## src/rtl/cut_response_misr.sv

```systemverilog
// Response-capture stage: folds CUT response vectors into a MISR and, after a
// fixed number of accepted vectors, compares the signature against a golden value.
module cut_response_misr #(
  parameter int              RESP_W      = 19,
  parameter int              SIG_W       = 24,
  parameter logic [SIG_W-1:0] POLY       = 24'h00001B,
  parameter logic [SIG_W-1:0] SEED       = 24'h000000,
  parameter int              NUM_VECTORS = 32,
  parameter int              CNT_W       = 6
) (
  input  logic              i_clk,
  input  logic              i_rst_n,
  input  logic              i_start,
  input  logic              i_abort,
  input  logic              i_resp_valid,
  output logic              o_resp_ready,
  input  logic [RESP_W-1:0] i_resp_data,
  input  logic [SIG_W-1:0]  i_golden_sig,
  output logic              o_busy,
  output logic              o_done,
  output logic              o_pass,
  output logic              o_fail,
  output logic [SIG_W-1:0]  o_signature,
  output logic [CNT_W-1:0]  o_vec_count
);

  typedef enum logic [1:0] {
    S_IDLE,
    S_RUN,
    S_DONE
  } state_t;

  state_t           r_state;
  logic [SIG_W-1:0] r_sig;
  logic [CNT_W-1:0] r_cnt;
  logic             r_pass;
  logic             r_fail;
  logic             r_busy;
  logic             r_done;
  logic             r_ready;

  logic [SIG_W-1:0] w_sig_next;
  logic             w_last;
  logic             w_match;

  // Shift with polynomial feedback, then fold the zero-extended response in.
  assign w_sig_next = {r_sig[SIG_W-2:0], 1'b0}
                    ^ (r_sig[SIG_W-1] ? POLY : {SIG_W{1'b0}})
                    ^ SIG_W'(i_resp_data);
  assign w_last     = (r_cnt == CNT_W'(NUM_VECTORS - 1));
  assign w_match    = (w_sig_next == i_golden_sig);

  always_ff @(posedge i_clk or negedge i_rst_n) begin
    if (!i_rst_n) begin
      r_state <= S_IDLE;
      r_sig   <= SEED;
      r_cnt   <= '0;
      r_pass  <= 1'b0;
      r_fail  <= 1'b0;
      r_busy  <= 1'b0;
      r_done  <= 1'b0;
      r_ready <= 1'b0;
    end else if (i_abort) begin
      // Abort wins over start and over a transfer; the signature is left as-is.
      r_state <= S_IDLE;
      r_cnt   <= '0;
      r_pass  <= 1'b0;
      r_fail  <= 1'b0;
      r_busy  <= 1'b0;
      r_done  <= 1'b0;
      r_ready <= 1'b0;
    end else begin
      case (r_state)
        S_IDLE, S_DONE: begin
          if (i_start) begin
            r_state <= S_RUN;
            r_sig   <= SEED;
            r_cnt   <= '0;
            r_pass  <= 1'b0;
            r_fail  <= 1'b0;
            r_busy  <= 1'b1;
            r_done  <= 1'b0;
            r_ready <= 1'b1;
          end
        end
        S_RUN: begin
          if (i_resp_valid) begin
            r_sig <= w_sig_next;
            r_cnt <= r_cnt + 1'b1;
            if (w_last) begin
              r_state <= S_DONE;
              r_pass  <= w_match;
              r_fail  <= !w_match;
              r_busy  <= 1'b0;
              r_done  <= 1'b1;
              r_ready <= 1'b0;
            end
          end
        end
        default: begin
          r_state <= S_IDLE;
          r_busy  <= 1'b0;
          r_done  <= 1'b0;
          r_ready <= 1'b0;
        end
      endcase
    end
  end

  assign o_resp_ready = r_ready;
  assign o_busy       = r_busy;
  assign o_done       = r_done;
  assign o_pass       = r_pass;
  assign o_fail       = r_fail;
  assign o_signature  = r_sig;
  assign o_vec_count  = r_cnt;

endmodule

```

## config.mk

```make
export PLATFORM = sky130hd
export DESIGN_NAME = cut_response_misr
export DESIGN_NICKNAME = d
export VERILOG_FILES = /design/src/rtl/cut_response_misr.sv
export SDC_FILE = /design/constraint.sdc
export NUM_CORES = 1
export LEC_CHECK = 0
export CORE_MARGIN = 4
export CORE_UTILIZATION = 47
export DETAILED_ROUTE_END_ITERATION = 10
export GPL_TIMING_DRIVEN = 0
export PLACE_DENSITY_LB_ADDON = 0.08
export SYNTH_ARGS = -nofsm -noshare
export SYNTH_HDL_FRONTEND = slang
export SYNTH_SLANG_ARGS = --single-unit
```

## constraint.sdc

```tcl
create_clock -name i_clk -period 3.9 [get_ports i_clk]
set_input_delay 0.39 -clock i_clk [delete_from_list [all_inputs] [get_ports i_clk]]
set_output_delay 0.39 -clock i_clk [all_outputs]
set_load 0.02 [all_outputs]
```

==> out/metrics.yaml <==
status: "complete, no violations"
synth_edf_count: 0
insertion_delay_ns: 0.28
portBuffers: 82
rows: 23
ctsResizeCount: 0
final_max_slew_viol_count: 0
drv_cap: 0
die_y_um: 74.66
tightest_slew_ns: 0.7615
areaGrowthSynthToFinish_pct: 45.54
grt-ovfl-total: 0
max_clock_freq_ghz: 0.5034
hpwl_um: 3834
numCtsBuffers: 5
finalHoldViolations: 0
path_max_fanout: 10
viasPerCell: 5.372
fin_skew_ns: 0.002299
ys.flop_type: "dfrtp_1"
synth_area_leaders: "dfrtp_1 (42%), xnor3_1 (13%), a22o_1 (8.4%)"
grt_max_degree: 36
setup_viol: 0
yosysWarnings: 0
cts_tree: "built"
synth_area_leader_cell: "dfrtp_1"
die_width_um: 74.66
pin_count: 83
synth.top_cell.area_share_pct: 41.94
clk_pin_slew_worst_paths_ns: 0.06
hold_path_class: "primary input to async pin"
synthSimpleGateAreaFrac_pct: 9.407
synth-seq-cells: 35
syn_nets: 223
wl_per_cell_um: 15.86
dieArea_um2: 5573
gp_congestion: 0.7839
critPathCaptureType: "flop"
first_iter_violations: 93
wl_um: 4949
avgSynthCellArea_um2: 12.00
synth.area.mux_share_pct: 1.019
fin_crit_sh_pct: 50.94
holdWs_ns: 0.1770
p_per_area_nw_per_um2: 333.4
finalCriticalPeriod_ns: 1.987
post_synth_xor_area_fraction_pct: 29.30
synth_compound_area_share_pct: 15.10
vias: 1676
synthCells: 174
synth.distinct_cells: 39
slew-limit-headroom_pct: 49.24
critPathLaunchType: "primary input"
synth_common_cells: "dfrtp_1 (35), a22o_1 (20), nand2_1 (15), xnor2_1 (15), xor2_1 (14)"
antenna_left: 0
drt_first_pass_iters: 4
required_ns: 4.12
hold_buffers: 0
yosysSeqAreaShare_pct: 41.94
critical_path_class: "primary input to flop"
arrival_ns: 2.20
post-cts-setup-buffers: 0
tns_ns: 0
grt_use_total_pct: 18.89
cts_root_buf: "clkbuf_8"
yosys.area_share.adder_pct: 0.5992
design.core.area_um2: 4144
start_util_pct: 50.39
nets: 312
cellLeakagePower_uw: 0.001342
ir_drop_mv: 0.2391
rsz0062_at_grt: "no"
grt_pass1_wl_um: 7886
drc: 0
antenna_found_initial: 0
synth.most_common_cell: "dfrtp_1"
htree_levels: 2
num_antenna_cells: 0
synth_top_family_by_area: "XOR/XNOR gates"
cts.sinks: 35
synthArstFlopShare_pct: 100.0
netlist_area_um2: 2088
drive_above_1_share_pct: 7.252
clockBufferDepth: 2
grt_pass1_vias: 1631
## final cells by class
type	count	area (um^2)
Sequential cell	35	875.8
Inverter	1	3.754
Fill cell	315	1105
Clock buffer	6	72.57
Multi-Input combinational cell	129	1157
Buffer	9	51.30
Timing Repair Buffer	82	815.8
Tap cell	50	62.56
## critical path: stages
cell             delay, ns
clkdlybuf4s50_1       0.51
clkbuf_1              0.38
a21o_1                0.27
buf_1                 0.42
a22o_1                0.24
## placed cells by master, fill, tap and decap left out, drive strengths merged, types with 2 or more instances in the layout
cell type and n:
a22o 20, a31oi 2, buf 8, clkbuf 8
clkdlybuf4s50 81, dfrtp 35, nand2 15, nand3 4
nand3b 2, nand4 3, nor2 8, nor3 2
nor4 3, o21ai 7, o31ai 7, xnor2 16
xnor3 13, xor2 14, xor3 2
## worst paths after layout
path                                 start              end  slack, ns  cells past startpoint
max                                i_abort  o_signature[13]       1.91                      5
min in group i_clk                  o_pass           o_pass       0.51                      2
max in group asynchronous          i_rst_n   o_signature[7]       3.24                      1
min                                i_rst_n  o_signature[11]       0.18                      1
min reg2reg                         o_pass           o_pass       0.51                      2
max reg2reg                o_signature[23]           o_fail       2.06                      6
## sequential cells by signal, summed over array words and instances, names as in the netlist
signal        cells
o_fail            1
o_pass            1
o_resp_ready      1
o_signature      24
o_vec_count       6
r_state           2
## per-stage QoR
stage | power [uW] | instances | worst slack, ns | area, um^2 | util [%]
4_1_cts | 1022 | 312 | 1.940 | 3039 | 73.34
2_1_floorplan | 632.0 | 174 | 2.131 | 2088 | -
6_report | 1013 | 312 | 1.913 | 3039 | 73.34
3_3_place_gp | 784.2 | 306 | 1.626 | 2972 | 71.71
5_1_grt | 1072 | 312 | 1.807 | 3039 | 73.34
3_5_place_dp | 788.2 | 306 | 1.645 | 2967 | 71.59
## per-layer routing
layer | vias to the layer above | wire length, um | GRT usage [%]
li1 | 808 | - | -
met1 | 798 | 2265 | 27.15
met2 | 63 | 2191 | 28.68
met3 | 7 | 428 | 4.272
met4 | 0 | 63 | 5.929
met5 | - | 0 | 0
## power breakdown
part	switching (uW)	internal (uW)
registers	39.5	394
clock network	115	119
logic	138	208
total	293	721
## logic make-up (layout without fill, tap and decap cells)
group,after synthesis,after routing
adders and majority gates,1,1
xor gates and xnor gates,45,45
buffers and inverters,10,98
DFF,35,35
muxes,2,2
AOI/OAI and AO/OA,41,41
and+or+nand+nor,40,40
Note: power is estimated with default switching activity, not from simulation.
